`config.mk`:
```
export PLATFORM = sky130hd
export DESIGN_NAME = fpcvt_serial
export DESIGN_NICKNAME = d
export VERILOG_FILES = /design/src/rtl/fpcvt_pkg.sv /design/src/rtl/fpcvt_round.sv /design/src/rtl/fpcvt_serial.sv
export SDC_FILE = /design/constraint.sdc
export NUM_CORES = 1
export LEC_CHECK = 0
export ABC_AREA = 0
export CAP_MARGIN = 0
export CELL_PAD_IN_SITES_DETAIL_PLACEMENT = 0
export CELL_PAD_IN_SITES_GLOBAL_PLACEMENT = 1
export CORE_UTILIZATION = 35
export CTS_CLUSTER_DIAMETER = 150
export DETAILED_ROUTE_END_ITERATION = 8
export PLACE_DENSITY_LB_ADDON = 0.08
export SYNTH_ARGS = -nofsm -noshare
export SYNTH_HDL_FRONTEND = slang
export SYNTH_SLANG_ARGS = --single-unit
```
`constraint.sdc`:
```
create_clock -name clk -period 3 [get_ports clk]
set_clock_uncertainty 0.05 [all_clocks]
set_input_delay 0.75 -clock clk [delete_from_list [all_inputs] [get_ports clk]]
set_output_delay 0.75 -clock clk [all_outputs]
set_load 0.02 [all_outputs]
```
`src/rtl/fpcvt_pkg.sv`:
```
// fpcvt_pkg -- shared definitions for the serial integer-to-float converter.
//
// Contents:
//   state_t      : converter FSM states (IDLE, NORM, ROUND, DONE)
//   *_DEF        : default widths for significand, exponent and input sample
package fpcvt_pkg;

    localparam int SIG_W_DEF = 4;
    localparam int EXP_W_DEF = 3;
    localparam int IN_W_DEF  = SIG_W_DEF + (1 << EXP_W_DEF);

    typedef enum logic [1:0] {
        ST_IDLE  = 2'd0,
        ST_NORM  = 2'd1,
        ST_ROUND = 2'd2,
        ST_DONE  = 2'd3
    } state_t;

endpackage

```
`src/rtl/fpcvt_round.sv`:
```
// fpcvt_round -- combinational rounder for the serial converter.
//
// Build option: FPCVT_STICKY_EN
//   defined   : round-to-nearest-even, increment iff r & (t | f0[0])
//   undefined : round-half-up, increment iff r (t is ignored)
//
// Ports:
//   f0  in  SIG_W  truncated significand
//   r   in  1      round bit (first bit below f0)
//   t   in  1      sticky bit (OR of all bits below r)
//   e0  in  EXP_W  exponent before rounding
//   f   out SIG_W  rounded significand
//   e   out EXP_W  exponent after rounding
module fpcvt_round
    import fpcvt_pkg::*;
#(
    parameter int SIG_W = SIG_W_DEF,
    parameter int EXP_W = EXP_W_DEF
) (
    input  logic [SIG_W-1:0] f0,
    input  logic             r,
    input  logic             t,
    input  logic [EXP_W-1:0] e0,
    output logic [SIG_W-1:0] f,
    output logic [EXP_W-1:0] e
);

    logic inc;

`ifdef FPCVT_STICKY_EN
    assign inc = r & (t | f0[0]);
`else
    logic unused_t;
    assign unused_t = t;
    assign inc      = r;
`endif

    always_comb begin
        f = f0;
        e = e0;
        if (inc) begin
            if (&f0) begin
                // Significand overflow: renormalise by bumping the exponent,
                // or clamp to the largest representable value at max exponent.
                if (&e0) begin
                    f = '1;
                    e = '1;
                end else begin
                    f = {1'b1, {(SIG_W-1){1'b0}}};
                    e = e0 + 1'b1;
                end
            end else begin
                f = f0 + 1'b1;
            end
        end
    end

endmodule

```
`src/rtl/fpcvt_serial.sv`:
```
// fpcvt_serial -- serial two's-complement to sign/exponent/significand
// converter. The magnitude is normalised by shifting left one bit per cycle
// (no priority encoder), then rounded to SIG_W bits.
//
// Build option: FPCVT_STICKY_EN selects round-to-nearest-even (defined) or
// round-half-up (undefined, no sticky logic).
//
// Ports:
//   clk        in   sole clock, rising edge
//   rst        in   asynchronous active-high reset
//   D          in   IN_W   two's-complement sample
//   in_valid   in   D valid
//   in_ready   out  converter idle, can accept
//   S          out  sign
//   E          out  EXP_W  exponent
//   F          out  SIG_W  significand
//   out_valid  out  S/E/F valid
//   out_ready  in   consumer accepts result
module fpcvt_serial
    import fpcvt_pkg::*;
#(
    parameter int SIG_W = SIG_W_DEF,
    parameter int EXP_W = EXP_W_DEF,
    parameter int IN_W  = IN_W_DEF
) (
    input  logic             clk,
    input  logic             rst,
    input  logic [IN_W-1:0]  D,
    input  logic             in_valid,
    output logic             in_ready,
    output logic             S,
    output logic [EXP_W-1:0] E,
    output logic [SIG_W-1:0] F,
    output logic             out_valid,
    input  logic             out_ready
);

    generate
        if (IN_W != SIG_W + (1 << EXP_W)) begin : g_bad_width
            $error("fpcvt_serial: IN_W must equal SIG_W + 2**EXP_W");
        end
    endgenerate

    localparam int MAG_W = IN_W - 1;

    state_t             state_reg;
    logic               sign_reg;
    logic [MAG_W-1:0]   mag_reg;
    logic [EXP_W-1:0]   exp_reg;
    logic               s_reg;
    logic [EXP_W-1:0]   e_reg;
    logic [SIG_W-1:0]   f_reg;
    logic               out_valid_reg;

    logic [MAG_W-1:0]   mag_abs;
    logic               sticky;
    logic [SIG_W-1:0]   f_rnd;
    logic [EXP_W-1:0]   e_rnd;

    // |D| on MAG_W bits. The low bits of -D depend only on the low bits of D,
    // so negation is done at MAG_W width. The most-negative value has no
    // positive counterpart and saturates to all-ones.
    always_comb begin
        mag_abs = D[MAG_W-1:0];
        if (D[IN_W-1]) begin
            if (D[MAG_W-1:0] == '0) begin
                mag_abs = '1;
            end else begin
                mag_abs = ~D[MAG_W-1:0] + 1'b1;
            end
        end
    end

`ifdef FPCVT_STICKY_EN
    assign sticky = |mag_reg[MAG_W-2-SIG_W:0];
`else
    logic unused_mag_low;
    assign unused_mag_low = |mag_reg[MAG_W-2-SIG_W:0];
    assign sticky         = 1'b0;
`endif

    fpcvt_round #(
        .SIG_W (SIG_W),
        .EXP_W (EXP_W)
    ) u_round (
        .f0 (mag_reg[MAG_W-1 -: SIG_W]),
        .r  (mag_reg[MAG_W-1-SIG_W]),
        .t  (sticky),
        .e0 (exp_reg),
        .f  (f_rnd),
        .e  (e_rnd)
    );

    always_ff @(posedge clk or posedge rst) begin
        if (rst) begin
            state_reg     <= ST_IDLE;
            sign_reg      <= 1'b0;
            mag_reg       <= '0;
            exp_reg       <= '0;
            s_reg         <= 1'b0;
            e_reg         <= '0;
            f_reg         <= '0;
            out_valid_reg <= 1'b0;
        end else begin
            case (state_reg)
                ST_IDLE: begin
                    if (in_valid) begin
                        sign_reg  <= D[IN_W-1];
                        mag_reg   <= mag_abs;
                        exp_reg   <= '1;
                        state_reg <= ST_NORM;
                    end
                end
                ST_NORM: begin
                    // Stop once the leading one reaches the top, or when the
                    // exponent bottoms out (zero or very small inputs).
                    if (mag_reg[MAG_W-1] || (exp_reg == '0)) begin
                        state_reg <= ST_ROUND;
                    end else begin
                        mag_reg <= mag_reg << 1;
                        exp_reg <= exp_reg - 1'b1;
                    end
                end
                ST_ROUND: begin
                    s_reg         <= sign_reg;
                    e_reg         <= e_rnd;
                    f_reg         <= f_rnd;
                    out_valid_reg <= 1'b1;
                    state_reg     <= ST_DONE;
                end
                ST_DONE: begin
                    if (out_ready) begin
                        out_valid_reg <= 1'b0;
                        state_reg     <= ST_IDLE;
                    end
                end
                default: state_reg <= ST_IDLE;
            endcase
        end
    end

    assign in_ready  = (state_reg == ST_IDLE);
    assign S         = s_reg;
    assign E         = e_reg;
    assign F         = f_reg;
    assign out_valid = out_valid_reg;

endmodule

```
## After elaboration in Yosys (flattened, before gate mapping)

Cells that the tools add are included.

| storage, ports and cells | value |
|---|---|
| output and inout port bits | 10 |
| bits of input ports | 16 |
| flip-flop bits (word level) | 26 |

| cells by class | value |
|---|---|
| mux-type cells | 20 |
| add/sub/neg operators | 4 |
| reduce and logical (&&, ||, !) cells | 12 |
| equality and inequality tests | 7 |
| bitwise logic cells | 1 |

Operators by type and width:

| cell | number |
|---|---|
| $mux 11 | 4 |
| $pmux 11 s2 | 1 |
| $mux 3 | 6 |
| $add 11x1->11 const B | 1 |
| $logic_not 11->1 | 1 |
| $not 11->11 | 1 |
| $reduce_and 3->1 | 3 |
| $mux 4 | 2 |
| $ne 2x2->1 const B | 4 |
| $pmux 2 s4 | 1 |
| $mux 2 | 3 |
| $pmux 3 s2 | 1 |
| $add 4x1->4 const B | 1 |
| $eq 2x2->1 const B | 2 |
| $reduce_and 2->1 | 2 |
| $reduce_and 4->1 | 1 |
| $reduce_bool 2->1 | 2 |
| $add 3x1->3 const B | 1 |
| $logic_not 3->1 | 1 |
| $sub 3x1->3 const B | 1 |
| $eq 2x1->1 const B | 1 |
| $logic_not 2->1 | 1 |
| $pmux 1 s2 | 1 |
| $logic_or 1x1->1 | 1 |
| $mux 1 | 1 |

## Depth between registers and ports, before layout

| depth | value |
|---|---|
| depth in word-level cells | 6 |
| mapped depth | 7 |
| mapped depth without buffers | 6 |

## By module

From an unflattened synthesis, not the netlist that was laid out.

| second synthesis, totals | value |
|---|---|
| cells, all modules | 177 |
| area, all modules | 1624.1 um^2 |

By module, submodules not included:

| module | area an instance (um^2) | times used | seq. area each (um^2) | cells each |
|---|---|---|---|---|
| fpcvt_serial | 1460.2 | 1 | 650.6 | 150 |
| fpcvt_round | 163.9 | 1 | 0.0 | 27 |

## Least setup slack after synthesis

No wires, ideal clock.

| timing | value |
|---|---|
| kind | flip-flop to flip-flop |
| start | register exp_reg[0] |
| end | register mag_reg[1] |
| arrival | 1816 ps |
| clock period less this slack | 1991 ps |
| slack | 1009 ps |
| setup time | 125 ps |
| cell stages (with the launch flop) | 8 |
| required time | 2825 ps |
| cell sequence | dfrtp_1 > inv_1 > ha_1 > nor2b_1 > or3_1 > buf_2 > a21oi_4 > mux2_2 |

| between the ends | value |
|---|---|
| word-level cells in the longest chain between the ends | 4 |

Ends and longest elaborated chain:

| element | RTL line | text |
|---|---|---|
| start, declared | fpcvt_serial.sv:49 | `logic [EXP_W-1:0] exp_reg;` |
| start signal, assigned | fpcvt_serial.sv:121 | `exp_reg <= exp_reg - 1'b1;` |
| $logic_not 3->1 | fpcvt_serial.sv:117 | `if (mag_reg[MAG_W-1] \|\| (exp_reg == '0)) begin` |
| $logic_or 1x1->1 | fpcvt_serial.sv:117 |  |
| $ne 2x2->1 (no source line) | n/a |  |
| $reduce_and 3->1 (no source line) | n/a |  |
| end signal, assigned | fpcvt_serial.sv:109 | `mag_reg <= mag_abs;` |
| end signal, assigned | fpcvt_serial.sv:120 | `mag_reg <= mag_reg << 1;` |
| end, declared | fpcvt_serial.sv:48 | `logic [MAG_W-1:0] mag_reg;` |

Every way passes these cells.
A chain may end at the register's enable or synchronous reset.

## Worst setup path after layout

| timing | value |
|---|---|
| start | register state_reg[0] |
| end | output port in_ready |

| between the ends | value |
|---|---|
| word-level cells in the longest chain between the ends | 1 |

Ends and longest elaborated chain:

| element | RTL line | text |
|---|---|---|
| start, declared | fpcvt_serial.sv:46 | `state_t state_reg;` |
| start signal, assigned | fpcvt_serial.sv:96 | `state_reg <= ST_IDLE;` |
| start signal, assigned | fpcvt_serial.sv:111 | `state_reg <= ST_NORM;` |
| start signal, assigned | fpcvt_serial.sv:118 | `state_reg <= ST_ROUND;` |
| $logic_not 2->1 | fpcvt_serial.sv:142 | `assign in_ready = (state_reg == ST_IDLE);` |
| end, declared | fpcvt_serial.sv:30 | `output logic in_ready,` |

Every way passes these cells.

==> results.toml <==
[yosys]
synth.most_common_cell = "dfrtp_1"
ys_ff_latch = 26
synth_flop_cell = "dfrtp_1"
synthTopCellsByArea = "dfrtp_1 38%, ha_1 6.5%, mux2_2 5.9%"
yosysTopAreaCellShare_pct = 37.8
synth_nets = 200
ys_async_sr_fraction_pct = 100
synth_cell_type_count = 46
synth_top_area_cell = "dfrtp_1"
synth_warnings = 0
synth-edff-count = 0
syn_avg_cell_area_um2 = 9.85
netlist_instances = 175
synth_seq_area_share_pct = 37.8
synth_commonest_cells = "26 x dfrtp_1, 15 x inv_1, 10 x nor2_1"
syn-cell-area_mm2 = 0.00172

[power]
power_frac_comb_pct = 55.4
netSwitchingFraction_pct = 41.0
leakage_nw = 0.857
clock_power_share_pct = 11.5
peakVddDrop_v = 0.000401
p_sw_mw = 0.804
seq_power_share_pct = 33.1
powerDensity_mw_per_mm2 = 933
intPower_mw = 1.16

[clock_tree]
ctsHoldBuffers = 0
cts_buffers = 3
cts-root-buf = "clkbuf_8"
cts-resized-gates = 0
h-tree-depth = 1
post_cts_buffers = 0
cts.clk_slew.worst_paths_ns = 0.08
cts.sinks = 26
clockBufferDepth = 2
cts_tree = "built"
clk_latency_ns = 0.27

[critical_path]
worstRegToRegCells = 6
reg2reg_from = "exp_reg[0]$_DFFE_PP0P_"
setup.worst_path.end_class = "primary output"
crit_chain = "inv_1, ha_1, clkdlybuf4s50_1"
worst_ep_arrival_time_ns = 1.71
cp_slowest_cell = "clkdlybuf4s50_1"
worstPathRequired_ns = 2.20
crit_fanout = 6
r2r_setup_slack_ns = 0.72
crit_type = "register to primary output"
r2r_end = "mag_reg[8]$_DFFE_PP0P_"
cp-start-kind = "register"
critPathMaxStageDelay_ns = 0.65

[timing]
rsz0062_at_grt = "no"
min_period_over_period_pct = 83.6
tightest_slew_ns = 0.580
timing.slew.headroom_pct = 61.3
final.setup.tns_ns = 0
final.min_clock_period_ns = 2.51
fmax_mhz = 399
maxSlewViolCount = 0
finalHoldViolCount = 0
setup_violations = 0

[global_routing]
grt.met3_usage_pct = 3.89
use_met2_pct = 28.7
overflow = 0
track_usage_pct = 16.9
grt_max_degree = 27
grtUsageMet1_pct = 22.2
antenna_found_initial = 0
grt_pass1_wl_um = 6840
first_global_vias = 1406
busiest_layer = "met2"

[run]
cap_violations = 0

[placement]
routabilityCongestion = 0.764
placed_area_mm2 = 0.00205
io_buffers = 25
dp_hpwl_um = 3100

[hold_path]
hold_path.startpoint = "mag_reg[0]$_DFFE_PP0P_"
hp-class = "register to register"
holdPathEnd = "mag_reg[0]$_DFFE_PP0P_"
min_path_cells = 1

[route]
drtIter0Drc = 86
drc = 0
avgRoutedWirePerCell_um = 14.9
ant_nets = 0
vias = 1396
drt_first_pass_iters = 4
viasPerCell = 5.25
finalWirelength_um = 3960

[floorplanning]
fp.dieH_um = 72.2
fp.dieW_um = 72.2
rows = 25
io_pins = 26
die_area_mm2 = 0.00521
coreArea_mm2 = 0.00472
start_util_pct = 36.5

[layout]
stdcell_area_mm2 = 0.00210
area_growth_pct = 22.1
largest_reg_flops = 11
fin_nets = 225
drive_above_1_share_pct = 13.6
diodes = 0
nFillCells = 470

[run_status]
outcome = "finished, final reports clean"
-- cell type report --
cell class / instances / area [µm²] / share of cell area [%]
clock buffer: 4 / 55.1 / 2.62
timing repair buffer: 29 / 280 / 13.3
sequential: 26 / 651 / 30.9
multi-input combinational: 124 / 975 / 46.3
inverter: 16 / 60.1 / 2.85
tap: 67 / 83.8 / 3.98
-- power groups by stage --
stage	clock, mW	combinational [mW]	sequential [mW]
final	0.226	1.09	0.651
after global routing	0.245	1.21	0.677
after CTS	0.234	1.10	0.652
after detailed placement	0	1.10	0.658
after global placement	0	1.07	0.647
after floorplan	0	0.742	0.671
-- routing by layer --
layer / up-vias / part of all wire (%) / routed length [µm]
met4: 0 / 0.58 / 23
met5: - / 0 / 0
met1: 682 / 46 / 1820
met2: 25 / 49 / 1960
met3: 4 / 4.0 / 159
li1: 685 / - / -
-- per-stage QoR --
step	util (%)	worst slack [ns]	instances	hold slack [ns]	total power [mW]
floorplan	-	1.01	175	0.393	1.41
CTS	44.6	0.484	266	0.458	1.98
global placement	43.4	0.332	262	0.421	1.72
global route	44.6	0.414	266	0.476	2.13
finish	44.6	0.492	266	0.454	1.96
detailed placement	43.4	0.294	262	0.437	1.76
-- logic make-up after synthesis --
kind of cell / Yosys count / share of synthesized area [%]
xor+xnor: 6 / 3.05
buf+inv: 25 / 5.66
simple gates: 50 / 16.7
fa+ha+maj: 9 / 6.54
mux: 16 / 10.2
flops: 26 / 37.8
compound gates: 43 / 20.1
-- layout by cell type (no fill, tap or decap), types with 3 or more instances in the layout --
master / instances
clkbuf_8: 4
nand3_1: 3
xnor2_1: 4
inv_1: 15
nor2b_1: 3
nor3_1: 4
a2bb2oi_1: 3
a211oi_2: 3
mux2_1: 3
dfrtp_1: 26
a32oi_1: 3
clkdlybuf4s50_1: 25
mux2_2: 9
mux2i_1: 4
nor2_1: 10
nor4_1: 4
o21ai_0: 4
ha_1: 9
nand2b_1: 4
a31oi_1: 7
buf_4: 4
nand2_1: 8
a21oi_1: 9
-- how the worst max path moves through the flow --
stage	end	slack (ns)	startpoint
floorplan	mag_reg[1]$_DFFE_PP0P_	1.01	exp_reg[0]$_DFFE_PP0P_
global placement	mag_reg[4]$_DFFE_PP0P_	0.33	D[0]
detailed placement	mag_reg[5]$_DFFE_PP0P_	0.29	D[2]
CTS	in_ready	0.48	state_reg[0]$_DFFE_PP0P_
global route	in_ready	0.41	state_reg[0]$_DFFE_PP0P_
finish	in_ready	0.49	state_reg[0]$_DFFE_PP0P_
-- worst max-delay path: cells and delay by family, from the launching register on --
family | cells | cell delay, ns
adders and majority gates | 1 | 0.28
buffers and inverters | 2 | 0.76
DFF | 1 | 0.41
Power figures use the tool's default switching activity.
